`src/rtl/match_sequencer_pkg.sv`:
```
// match_sequencer_pkg: shared gamestate and winner encodings for the round scheduler
package match_sequencer_pkg;
  typedef enum logic [2:0] {
    GS_IDLE      = 3'd0,
    GS_COUNTDOWN = 3'd1,
    GS_PLAY      = 3'd2,
    GS_GOAL      = 3'd3,
    GS_OVER      = 3'd4
  } gamestate_t;
  typedef enum logic [1:0] {
    WIN_NONE  = 2'd0,
    WIN_LEFT  = 2'd1,
    WIN_RIGHT = 2'd2,
    WIN_DRAW  = 2'd3
  } winner_t;
endpackage

```
`src/rtl/match_sequencer_sec_downcounter.sv`:
```
// sec_downcounter: loadable per-second down counter that holds at zero, load beats tick
module sec_downcounter #(
  parameter int W = 7,
  parameter logic [W-1:0] RST_VAL = '0
) (
  input  logic         FPGA_clk,
  input  logic         reset,
  input  logic         load,
  input  logic [W-1:0] load_val,
  input  logic         tick,
  output logic [W-1:0] value,
  output logic         zero
);
  always_ff @(posedge FPGA_clk)
    if (reset) value <= RST_VAL;
    else if (load) value <= load_val;
    else if (tick && value != '0) value <= value - 1'b1;
  assign zero = value == '0;
endmodule

```
`src/rtl/match_sequencer.sv`:
```
// match_sequencer: air-hockey round scheduler owning phases, scores, serves and the time display
module match_sequencer #(
  parameter int COUNTDOWN_S = 5,
  parameter int MATCH_S     = 99,
  parameter int PAUSE_S     = 2,
  parameter int WIN_SCORE   = 7,
  parameter int SW          = 7
) (
  input  logic          FPGA_clk,
  input  logic          reset,
  input  logic          start,
  input  logic          sec_tick,
  input  logic          goal_l,
  input  logic          goal_r,
  output logic [2:0]    gamestate,
  output logic          ball_run,
  output logic          serve,
  output logic          serve_dir,
  output logic [SW-1:0] lscore,
  output logic [SW-1:0] rscore,
  output logic [SW-1:0] timecount,
  output logic [1:0]    winner
);
  import match_sequencer_pkg::*;
  localparam logic [SW-1:0] CD = SW'(COUNTDOWN_S);
  localparam logic [SW-1:0] MS = SW'(MATCH_S);
  localparam logic [SW-1:0] PS = SW'(PAUSE_S);
  localparam logic [SW-1:0] WS = SW'(WIN_SCORE);
  localparam logic [SW-1:0] SMAX = '1;
  gamestate_t gs, gs_n;
  logic t_zero, p_zero, t_load, t_tick, p_load, p_tick;
  logic launch, gl, gr, hit_win;
  logic ball_run_n, serve_n, serve_dir_n;
  logic [1:0] winner_n;
  logic [SW-1:0] t_val, ls_n, rs_n, pause_unused;
  assign launch  = start && (gs == GS_IDLE || gs == GS_OVER);
  assign gl      = goal_l && gs == GS_PLAY;
  assign gr      = goal_r && !goal_l && gs == GS_PLAY;
  assign ls_n    = launch ? '0 : (gl && lscore != SMAX) ? lscore + 1'b1 : lscore;
  assign rs_n    = launch ? '0 : (gr && rscore != SMAX) ? rscore + 1'b1 : rscore;
  assign hit_win = (gl && ls_n == WS) || (gr && rs_n == WS);
  assign t_load  = launch || (gs == GS_COUNTDOWN && sec_tick && t_zero);
  assign t_val   = launch ? CD : MS;
  assign t_tick  = sec_tick && (gs == GS_COUNTDOWN || gs == GS_PLAY);
  assign p_load  = gs == GS_PLAY && gs_n == GS_GOAL;
  assign p_tick  = sec_tick && gs == GS_GOAL;
  sec_downcounter #(.W(SW), .RST_VAL(CD)) u_time (
    .FPGA_clk(FPGA_clk), .reset(reset), .load(t_load), .load_val(t_val),
    .tick(t_tick), .value(timecount), .zero(t_zero)
  );
  sec_downcounter #(.W(SW), .RST_VAL(PS)) u_pause (
    .FPGA_clk(FPGA_clk), .reset(reset), .load(p_load), .load_val(PS),
    .tick(p_tick), .value(pause_unused), .zero(p_zero)
  );
  always_ff @(posedge FPGA_clk)
    if (reset) begin
      gs        <= GS_IDLE;
      ball_run  <= 1'b0;
      serve     <= 1'b0;
      serve_dir <= 1'b1;
      lscore    <= '0;
      rscore    <= '0;
      winner    <= WIN_NONE;
    end else begin
      gs        <= gs_n;
      ball_run  <= ball_run_n;
      serve     <= serve_n;
      serve_dir <= serve_dir_n;
      lscore    <= ls_n;
      rscore    <= rs_n;
      winner    <= winner_n;
    end
  always_comb begin
    gs_n = gs;
    case (gs)
      GS_IDLE, GS_OVER: gs_n = start ? GS_COUNTDOWN : gs;
      GS_COUNTDOWN:     gs_n = (sec_tick && t_zero) ? GS_PLAY : gs;
      // a goal that lands with the expiring tick still counts, then the match ends
      GS_PLAY:          gs_n = (hit_win || (sec_tick && t_zero)) ? GS_OVER : (gl || gr) ? GS_GOAL : GS_PLAY;
      GS_GOAL:          gs_n = (sec_tick && p_zero) ? GS_PLAY : gs;
      default:          gs_n = GS_IDLE;
    endcase
  end
  always_comb begin
    ball_run_n  = gs_n == GS_PLAY;
    serve_n     = (gs == GS_COUNTDOWN || gs == GS_GOAL) && gs_n == GS_PLAY;
    serve_dir_n = gl ? 1'b0 : gr ? 1'b1 : (gs == GS_COUNTDOWN && gs_n == GS_PLAY) ? 1'b1 : serve_dir;
    winner_n    = launch ? WIN_NONE
                : (gs == GS_PLAY && gs_n == GS_OVER)
                  ? ((ls_n > rs_n) ? WIN_LEFT : (rs_n > ls_n) ? WIN_RIGHT : WIN_DRAW)
                : winner;
  end
  assign gamestate = gs;
endmodule

```
`config.mk`:
```
export PLATFORM = sky130hd
export DESIGN_NAME = match_sequencer
export DESIGN_NICKNAME = d
export VERILOG_FILES = /design/src/rtl/match_sequencer_pkg.sv /design/src/rtl/match_sequencer_sec_downcounter.sv /design/src/rtl/match_sequencer.sv
export SDC_FILE = /design/constraint.sdc
export NUM_CORES = 1
export LEC_CHECK = 0
export ABC_AREA = 1
export BUFFER_PORTS_ARGS = -buffer_cell sky130_fd_sc_hd__buf_2
export CAP_MARGIN = 10
export CORE_MARGIN = 4
export CORE_UTILIZATION = 30
export DETAILED_ROUTE_END_ITERATION = 8
export GPL_TIMING_DRIVEN = 0
export PLACE_DENSITY_LB_ADDON = 0.05
export SYNTH_ARGS = -nofsm -noshare
export SYNTH_HDL_FRONTEND = slang
export SYNTH_SLANG_ARGS = --single-unit
```
`constraint.sdc`:
```
create_clock -name FPGA_clk -period 2.45 [get_ports FPGA_clk]
set_input_delay 0.49 -clock FPGA_clk [delete_from_list [all_inputs] [get_ports FPGA_clk]]
set_output_delay 0.49 -clock FPGA_clk [all_outputs]
set_load 0.02 [all_outputs]
```
==> run summary, run 1 <==
Among all flip-flop cells after synthesis, the most frequent one is sky130_fd_sc_hd__dfxtp_1. The logs give 1.34 nW for the leakage power total and 0.765 for the placer's final routability congestion estimate. The synthesized netlist contains 36 unique library cells. After synthesis, flip-flops and latches occupy 32.7% of the total area. A synthesized cell averages 6.77 um^2. The floorplan step defined a core boundary enclosing 0.00721 mm^2. The total clock buffers created by CTS is 5, and the post-layout net count is 384.

The top cell types in the final layout, fill and taps aside, are sky130_fd_sc_hd__nand2_1 (66), sky130_fd_sc_hd__nor2_1 (52), sky130_fd_sc_hd__inv_1 (49). In this design, the stage delay of the slowest critical-path cell is 380 ps. The net load switching power was 0.000300 W; the maximum number of pins on one net before global-route repair was 12.

The number of antenna diodes in the final layout is 0. The count of nets left with antenna violations once routing finished came out at 0. Count of standard-cell rows: 31. The post-synth design cell area was 0.00221 mm^2; the routed wirelength normalized by instance count was 12.0 um. VDD sags by at most 241 uV. The clock reaches the later pin of the worst-skew pair after 290 ps. Combinational logic is responsible for 6.9% of the overall power. Of the total power, registers draw 48.8%.

From synthesis to final layout, the design area changed by 21.3%. The reg-to-reg critical path startpoint was rscore[0]. Across all register-to-register paths, the minimum setup slack is 210 ps. The tools report the via count of the first global-routing pass as 1987. Walking the worst path, the cells encountered are ha_2 -> nand3_2 -> nor2_2 -> nor2_2 -> o21ai_1 -> nor2_1 -> ha_1 -> nand2_1 -> inv_1 -> nand3_1 -> nor3b_1 -> nor2_2 -> nor2_1. After technology mapping, the gate count stands at 326.

After synthesis the netlist holds a flip-flop and latch count of 36. The top-level port count was 35. Most frequent standard cell in the layout excluding fill and tap cells: sky130_fd_sc_hd__nand2_1. The die covers 0.00879 mm^2.

The path class of the lowest-slack min-delay path was reg2reg. After detailed routing, the total wire length is 5610 um. The worst setup path is launched from a flip-flop. The initial antenna violation count was 0; the instance count on the critical path was 13. The tools report the final worst clock skew as 4.06 ps. Among all stages on the critical path, the largest delay is contributed by sky130_fd_sc_hd__dfxtp_4. The buffering stage count on the worst path with inverters included is 1.

The cell that appears most often on the critical path is sky130_fd_sc_hd__nor2_2. The tools report the worst setup path startpoint as rscore[0]. The total overflow left after global routing is 0. Detailed placement finished with a half-perimeter wire length of 4330 um.

The final cell count without fillers was 467; the global router's overall resource usage was 13.4%. Synthesized netlist net count: 343. The run gives 0 as the number of hold-repair buffers added at the cts stage. Clock tree synthesis found a total of 36 sinks. The critical path is of the reg2reg type. The depth of the CTS H-tree was 2. The endpoint identified for the worst register-to-register timing path is winner[0].

The tools report the startpoint of the most critical hold path as u_pause.value[6]. In this run switching power makes up 24.8% of total power. The family with the most delay on the worst path was simple AND/OR/NAND/NOR gates. Fill cells in the final layout number 812. The area of the multi-input gates was 0.00132 mm^2; the fraction of synthesis flops using an asynchronous set or reset pin was 0%. Mean number of vias per cell: 4.39. In the finished design, the share of the clock period the worst path needs comes to 91.6%.

The master cell of the clock root buffer is sky130_fd_sc_hd__clkbuf_8. Summing over every cut layer, the via total after detailed routing is 2052. The number of endpoints failing setup at the final stage came out at 0. Setup repair after global routing left no endpoint under its margin.

The run gives 44.3% as the clock network fraction of total power. The smallest clock period supported by the final layout is computed as 2240 ps. Derived from the worst setup path, the maximum achievable clock frequency is 446 MHz. Cells with a size suffix above 1 make up 23.1% of the layout. The number of enable-type register cells in the synthesized netlist is 0, and the cell count of the worst reg-to-reg path is 13. In this run the power density over the cells is 452 mW/mm^2. The headroom to the max-slew limit is 65.3%. TritonCTS built the clock tree. The die span in x is 93.8 um, and the area taken by flip-flops and latches is 734 um^2. At the pin with the least slew margin, the transition time is 520 ps. The first global-routing pass estimated 9410 um of wire. The flow ran to the end, and the final reports show no timing, DRC or antenna violations. The worst path required time was 2680 ps; the number of maximum-capacitance violations was 0.

Counting along the longest clock path gives a buffer depth of 2. The total count of max-transition violations in the final report was 0; the peak fanout along the critical path was 6. The starting density of the core was 30.6%; the cell count after placement was 458. The tools report the element type at the critical path end as a flip-flop. Total power after layout: 0.00121 W. The first detailed-routing pass ran for 4 iterations. From bottom edge to top edge, the die measures 93.8 um. The arrival time of the worst setup path was 2480 ps. The clock input transition at the sequential cells of the worst setup and hold paths is 80 ps, and the Yosys warning count is 0. The number of endpoints with negative hold slack in the final report came out at 0.

In this run, the number of DRC markers left after iteration 0 of detailed routing was 27. In this run the worst setup path terminates at winner[0]. Port buffering added 33 buffers. Cell internal power was estimated by the tool at 0.000911 W. For this run, design rule violations remaining after detail routing come to 0.
[area by class of cell]
cell class / instances / share of cell area, %
clock inverters: 2 / 1.31
inverters: 54 / 7.66
multi-input cells: 233 / 49.3
well taps: 99 / 4.63
flip-flops and latches: 36 / 27.4
repair buffers: 34 / 6.45
clock buffers: 6 / 2.71
plain buffers: 3 / 0.514
[metal layers]
metal / vias up / share of wire [%] / track usage (%)
li1: 1114 / - / -
met3: 5 / 4.0 / 3.29
met1: 903 / 53 / 19.2
met5: - / 0 / 0
met2: 30 / 42 / 19.8
met4: 0 / 1.2 / 3.97
[cells in the mapped netlist (2+ instances only)]
cell / count / area (um^2)
sky130_fd_sc_hd__xnor2_1: 2 / 17.5
sky130_fd_sc_hd__xor2_1: 10 / 87.6
sky130_fd_sc_hd__o211ai_1: 2 / 15.0
sky130_fd_sc_hd__dfxtp_1: 36 / 721
sky130_fd_sc_hd__a21oi_1: 10 / 50.1
sky130_fd_sc_hd__a21oi_2: 2 / 17.5
sky130_fd_sc_hd__o21ai_0: 10 / 50.1
sky130_fd_sc_hd__nor2_1: 54 / 203
sky130_fd_sc_hd__nor3_1: 3 / 15.0
sky130_fd_sc_hd__inv_2: 2 / 7.51
sky130_fd_sc_hd__nand3_1: 22 / 110
sky130_fd_sc_hd__nor2_4: 2 / 22.5
sky130_fd_sc_hd__nor2_2: 9 / 56.3
sky130_fd_sc_hd__nand2_2: 5 / 31.3
sky130_fd_sc_hd__clkinv_1: 2 / 7.51
sky130_fd_sc_hd__buf_2: 2 / 10.0
sky130_fd_sc_hd__nor4_1: 2 / 12.5
sky130_fd_sc_hd__nand3_2: 5 / 50.1
sky130_fd_sc_hd__nand4_1: 6 / 37.5
sky130_fd_sc_hd__nand2_1: 66 / 248
sky130_fd_sc_hd__ha_1: 11 / 138
sky130_fd_sc_hd__inv_1: 49 / 184
[registers in the layout, summed over array words and instances (netlist names)]
name,flops
ball_run,1
gamestate,3
lscore,7
rscore,7
serve,1
serve_dir,1
u_pause.value,7
u_time.value,7
winner,2
[cells by family (layout without fill, tap and decap cells)]
family | Yosys count | in the layout | synth area share (%)
DFF | 36 | 36 | 32.7
AOI/OAI and AO/OA | 31 | 31 | 8.33
adders and majority gates | 11 | 11 | 6.24
and+or+nand+nor | 179 | 179 | 38.1
buffers and inverters | 57 | 99 | 9.92
xor gates and xnor gates | 12 | 12 | 4.76
[what timing repair did]
action                     CTS  global route
setup endpoints to repair    1             2
buffers inserted             0             1
pin swaps                    0             3
gates resized for setup      1            19
[power groups by stage]
stage	registers, W	clock network (W)	logic, W
final	0.000590	0.000536	0.0000836
after global routing	0.000591	0.000574	0.0000943
after CTS	0.000593	0.000551	0.0000838
after detailed placement	0.000607	0	0.0000835
after global placement	0.000607	0	0.0000837
after floorplan	0.000611	0	0.0000522
[per-stage QoR]
stage	utilization [%]	setup WS [ps]	instance area, um^2	hold WS [ps]	setup TNS, ps
after floorplan	-	270	2210	422	0
after global placement	34.6	-24.2	2500	431	-24.2
after CTS	36.1	64.0	2600	454	0
after global routing	37.1	1.08	2680	480	0
after detailed placement	34.6	9.23	2500	443	0
final	37.1	206	2680	448	0
[tightest hold or removal path, cell delays in order, from the launching register on]
cell and delay, ps:
sky130_fd_sc_hd__dfxtp_1 310, sky130_fd_sc_hd__nand2_1 60, sky130_fd_sc_hd__nor2_1 40
[how the worst min path moves through the flow]
stage | end | slack (ps) | cells past startpoint
2_1_floorplan | u_pause.value[6] | 420 | 2
3_3_place_gp | u_pause.value[6] | 430 | 2
3_5_place_dp | u_pause.value[6] | 440 | 2
4_1_cts | u_pause.value[6] | 450 | 2
5_1_grt | u_pause.value[6] | 480 | 2
6_report | u_pause.value[6] | 450 | 2
(Power assumes the default switching activity.)
==> inputs of run 2 (changes only) <==
Settings changed: CORE_ASPECT_RATIO from default to 0.8, HOLD_SLACK_MARGIN from default to 0.12.
==> run 2 against run 1 <==
- final area fell by 2.2%
- count of clock-buffer cells in the layout is 1 higher
- first-iteration DRC count up 140%
- global-route usage is essentially flat
- largest power group unchanged
- critical endpoint unchanged
- critical path depth increased by 1
==> run summary, run 2 (synthesis results as in run 1) <==
The number of detailed-route iterations in the first pass was 4. Summed over all layers, the global routing overflow is 0. The H-tree was split into 2 levels.

In this run the standard cell core region covers 0.00703 mm^2. Path class of the lowest-slack min-delay path: reg2reg. The logs give 5.68 ps for the final worst clock skew and 0 for the number of endpoints with negative hold slack in the final report. The highest layer touched by signal routing is met4. The run finished with clean final reports. The number of design-rule violations left by the first detailed-router iteration is 66.

The startpoint-to-endpoint class of the critical path is reg2reg. Startpoint of the most critical hold path: u_pause.value[6]. The die height is 84.7 um. The path with the worst hold slack has its endpoint at u_pause.value[6]. The final layout contains 386 nets. The maximum number of pins on one net before global-route repair came out at 11. The ratio of final minimum period to clock period was 91.8%.

The critical path launch point type is a flip-flop. In the layout the commonest cells are sky130_fd_sc_hd__nand2_1 (66), sky130_fd_sc_hd__nor2_1 (53), sky130_fd_sc_hd__inv_1 (49). The power per unit of standard cell area was 436 mW/mm^2; the number of antenna diodes was 0.

The clock net in this run drives a total of 36 sinks. Setup total negative slack on the finished layout was measured at 0 ps. The initial antenna violation count is 0, and the cell count of the worst reg-to-reg path is 14. For the finished layout, the period the worst path requires is 2250 ps. In the global route stage, overall resource usage came out at 13.4%.

Data arrives at the worst endpoint at 2430 ps. The worst path required time was 2630 ps. TritonCTS built the clock tree.

The global-route wire length before repair was 9540 um. The maximum buffer depth of the clock tree is 2. The tools report the minimum setup slack in the final design as 202 ps. Clock tree synthesis selected as its root buffer the cell sky130_fd_sc_hd__clkbuf_8. Leaving out fill and tap cells, the most frequent cell in the layout is sky130_fd_sc_hd__nand2_1.

The clock input transition at the sequential cells of the worst setup and hold paths is 70 ps. The logs give 35 for the top-level port count and 442 ps for the final hold slack. Derived from the worst setup path, the maximum achievable clock frequency is 445 MHz. The via count of the first global-routing pass was 1891; the final-layout fill cell count was 784. The startpoint identified for the worst register-to-register timing path is gamestate[2]. For the count of standard-cell rows, the log shows 27.

The die span in x is 104 um, and the via count is 2027. Cells with a size suffix above 1 make up 22.5% of the layout. The run gives 1.34 nW as the leakage power total.

Across the run, the number of max-cap violations was 0. The full die area came out at 0.00880 mm^2. The mean number of vias per cell came out at 4.45. The total clock buffers created by CTS is 5, and the amount of wire on met3 after detailed routing is 252 um. The run gives 31.5 ps as the worst slack at placement.

The initial utilization of the core area, before any placement, comes to 31.4%. Buffers placed on the I/O ports in this run total 33. Compared with the post-synthesis result, the final layout area differs by 18.6%. Cells fill 37.3% of the core in the end. The later pin in the worst-skew pair is clocked with a latency of 290 ps.

The total count of max-transition violations in the final report is 0, and the worst hold path cell count is 2. The headroom to the max-slew limit was 65.8%; the peak fanout along the critical path was 8. The worst setup path is captured at a flip-flop. The worst register-to-register path ends at winner[0]. The peak supply drop was 239 uV. After detailed routing, the wire length on met1 is 3140 um.

The run gives 0 as the count of unresolved DRC violations after routing. Setup slack on the worst reg-to-reg path comes out at 200 ps. The number of antenna-violating nets in the routed design was 0; the met2 wire length was 2200 um. For this block, the routed nets add up to 5620 um of wire. After detailed routing, the average wire length per cell comes to 12.3 um. The number of hold-repair buffers added at the cts stage came out at 0.

The congestion estimate from routability-driven global placement came to 0.795. Estimated wirelength of the detail-placed design: 4460 um. The slew at the pin with the worst max-slew slack works out to 512 ps.

Setup violations remaining at the end of the flow were counted as 0.
## run 2: where the power goes
| group | leakage (nW) | internal, W | switching, W |
|---|---|---|---|
| clock | 0.0503 | 0.000251 | 0.000215 |
| combinational | 0.997 | 0.0000228 | 0.0000602 |
| sequential | 0.293 | 0.000589 | 0.00000469 |
## run 2: critical path, cell delays in order, from the launching register on
cell and delay (ps):
sky130_fd_sc_hd__dfxtp_1 330, sky130_fd_sc_hd__nor2_2 210, sky130_fd_sc_hd__nand3_2 180, sky130_fd_sc_hd__nor2_4 220, sky130_fd_sc_hd__nand2_1 80, sky130_fd_sc_hd__nand2_1 100, sky130_fd_sc_hd__nand2_1 100, sky130_fd_sc_hd__ha_1 310
sky130_fd_sc_hd__nand2_1 80, sky130_fd_sc_hd__o21ai_0 160, sky130_fd_sc_hd__nand4_1 110, sky130_fd_sc_hd__nand3_1 100, sky130_fd_sc_hd__nand2_2 60, sky130_fd_sc_hd__nor2_1 80, sky130_fd_sc_hd__nor2_1 50
## run 2: per-stage QoR
step / instances / instance area, um^2 / total power [W]
after floorplan: 326 / 2210 / 0.000664
after global placement: 446 / 2480 / 0.000691
after detailed placement: 446 / 2480 / 0.000691
after CTS: 453 / 2580 / 0.00116
after global routing: 456 / 2620 / 0.00119
final: 456 / 2620 / 0.00114
## run 2: cell type report
type                    instances  area (um^2)  share of cell area, %
multi-input cells             233         1280                   48.9
flip-flops and latches         36          726                   27.7
inverters                      54          205                   7.84
repair buffers                 36          188                   7.17
well taps                      87          109                   4.16
clock buffers                   7         96.3                   3.68
plain buffers                   3         13.8                  0.526
## run 2: worst max path at each step
stage,start,to,slack (ps),cells past startpoint
detailed placement,rscore[0],winner[0],30,13
global placement,rscore[0],winner[0],30,13
CTS,rscore[0],winner[0],80,13
global route,gamestate[2],winner[0],-0.2,14
floorplan,rscore[0],winner[0],270,14
finish,gamestate[2],winner[0],200,14
## run 2: per-layer routing
metal,vias up,GRT usage [%]
li1,1118,-
met1,870,20.4
met2,37,18.5
met3,2,3.31
met4,0,3.62
met5,-,0
## run 2: repair_timing
item | 4_1_cts | 5_1_grt
pin swaps | 0 | 2
cloned | 0 | 0
buffers inserted | 0 | 3
gates resized for setup | 1 | 8
setup endpoints to repair | 1 | 2
endpoints found under the hold margin | 0 | 0
==> inputs of run 3 (changes only) <==
Settings changed: CELL_PAD_IN_SITES_DETAIL_PLACEMENT from default to 1, CELL_PAD_IN_SITES_GLOBAL_PLACEMENT from default to 2.
==> run 3 against run 2 <==
- combinational power increased by 2%
- utilization about the same
- clock skew about the same
- largest cell class unchanged
- highest routed layer unchanged
==> run summary, run 3 (synthesis results as in run 1) <==
Summed over all layers, the routed wires come to 5960 um. The logs give 280 ps for the clock latency on the worst-skew pair and 2 for the depth of the CTS H-tree. The tools report the leakage power total as 1.34 nW. Counting the fill cells in the layout gives 920. The run gives 2071 as the via count.

The master cell of the clock root buffer was sky130_fd_sc_hd__clkbuf_8. Power comes to 0.00114 W. After the last flow step, the layout net total stands at 385. Subtracting the final worst setup slack from the clock period gives 2220 ps. The die height is 84.7 um, and the core footprint is 0.00703 mm^2. The worst slack at placement is 34.5 ps, and the placer's final routability congestion estimate is 0.730.

The die span in x works out to 104 um. The via count of the first global-routing pass came out at 2087. Leaving out fill and tap cells, the most frequent cell in the layout is sky130_fd_sc_hd__nand2_1. The path class of the tightest hold or removal check is reg2reg. The pre-antenna-repair detailed-routing pass consisted of 4 iterations. Global routing finished with a remaining overflow of 0. Dividing the detail-routed wire length by the instance count gives 13.1 um. The minimum setup slack in the final design is 226 ps, and the power per unit of standard cell area is 435 mW/mm^2. The total count of max-transition violations in the final report is 0.

The total clock buffers created by CTS came out at 5. Headroom to the max-slew limit came out at 65.4%. The floorplan has 27 rows. The peak fanout along the critical path was 5; the clock input transition at the sequential cells of the worst setup and hold paths was 70 ps. For this run, design rule violations remaining after detail routing come to 0. For this design, the CTS-stage hold fixing added 0 buffers.

The critical path in this run is classified as reg2reg. The run finished with clean final reports. The number of endpoints failing setup at the final stage came out at 0.

STA classifies the critical path endpoint as a flip-flop. The share of final-layout standard cells stronger than drive strength 1 is 22.3%. At the worst endpoint, the required time is 2620 ps. The clock passes through at most 2 buffers. Using the TritonRoute via totals, the vias-per-cell ratio works out to 4.55. For the number of antenna-violating nets in the routed design, the log shows 0.

For this run, the top clock speed supported by timing is 450 MHz. In the finished design, the share of the clock period the worst path needs comes to 90.8%. The number of endpoints with negative hold slack in the final report came out at 0. The worst-case IR drop observed on VDD is 211 uV. Hold is met by 445 ps. TritonCTS built the clock tree. Entering global routing, the biggest net connects 11 pins.

The number of antenna diodes in the final layout is 0. Once the floorplan was initialized, standard cells occupied 31.4% of the core. In the layout the commonest cells are sky130_fd_sc_hd__nand2_1 (66), sky130_fd_sc_hd__nor2_1 (53), sky130_fd_sc_hd__inv_1 (49). Relative to the synthesized area, the layout overhead comes to 18.5%. Pin placement for this block handled 35 I/O pins. Estimated wirelength of the detail-placed design: 4910 um. The first routing iteration left 60 violations. The TritonCTS sink count is 36. The clock arrives with 5.39 ps of skew.

The logs give 14.5% for the global router's overall resource usage and 0.00880 mm^2 for the full die area. The run gives 0 as the initial antenna violation count. For the pin with the worst max-slew slack, the measured transition is 519 ps. STA classifies the critical path startpoint as a flip-flop. Count of input and output buffers: 33. The setup TNS was 0 ps. Max-cap violations in this run came to 0.

The global-route wire length before repair was 10500 um; the arrival time of the worst setup path was 2400 ps.
## run 3: cell types whose count changed in the layout (fill, tap and decap cells not counted), sizes merged
cell | before | now
buf | 38 | 37
## run 3: area by class of cell
class                      count  area (um^2)  area share [%]
sequential                    36          726            27.8
buffer                         3         13.8           0.526
timing repair buffer          35          180            6.89
tap                           87          109            4.16
clock buffer                   7         96.3            3.68
inverter                      54          205            7.85
multi-input combinational    233         1280            49.1
## run 3: where the power goes
group | leakage [nW] | switching [W] | internal [W]
sequential | 0.293 | 0.00000523 | 0.000589
combinational | 0.993 | 0.0000614 | 0.0000231
clock | 0.0503 | 0.000208 | 0.000251
total | 1.34 | 0.000274 | 0.000863
## run 3: final timing paths
check / startpoint / end / slack, ps / cells after the start
worst min-delay path: u_pause.value[6] / u_pause.value[6] / 440 / 2
worst min register to register: u_pause.value[6] / u_pause.value[6] / 440 / 2
worst max register to register: lscore[0] / winner[0] / 230 / 16
worst max-delay path: lscore[0] / winner[0] / 230 / 16
## run 3: layer usage
layer / up-vias / GRT usage, % / share of wire, %
met3: 2 / 3.46 / 3.3
met4: 0 / 2.17 / 0.44
met2: 27 / 20.2 / 38
met1: 928 / 22.6 / 58
li1: 1114 / - / -
met5: - / 0 / 0
## run 3: critical path: stages (launching register included)
cell and delay, ps:
sky130_fd_sc_hd__dfxtp_2 370, sky130_fd_sc_hd__ha_2 220, sky130_fd_sc_hd__nand3_2 120, sky130_fd_sc_hd__clkinv_1 70, sky130_fd_sc_hd__nand2_1 80, sky130_fd_sc_hd__nand2_2 110, sky130_fd_sc_hd__nand2_1 60, sky130_fd_sc_hd__nand2_1 80
sky130_fd_sc_hd__nand2_1 90, sky130_fd_sc_hd__ha_1 310, sky130_fd_sc_hd__nand2_1 80, sky130_fd_sc_hd__o21ai_1 140, sky130_fd_sc_hd__nand4_1 90, sky130_fd_sc_hd__nand3_1 90, sky130_fd_sc_hd__nand2_2 60, sky130_fd_sc_hd__nor2_1 90
sky130_fd_sc_hd__nor2_1 50
## run 3: timing repair
| item | in CTS | in global routing |
|---|---|---|
| endpoints found under the setup margin | 0 | 2 |
| resized for setup | 0 | 11 |
| buffers inserted | 0 | 2 |
## run 3: metrics by stage
stage / instances / cell area [um^2] / util [%]
6_report: 455 / 2620 / 37.2
5_1_grt: 455 / 2620 / 37.2
4_1_cts: 453 / 2580 / 36.7
3_5_place_dp: 446 / 2480 / 35.3
3_3_place_gp: 446 / 2480 / 35.3
2_1_floorplan: 326 / 2210 / -
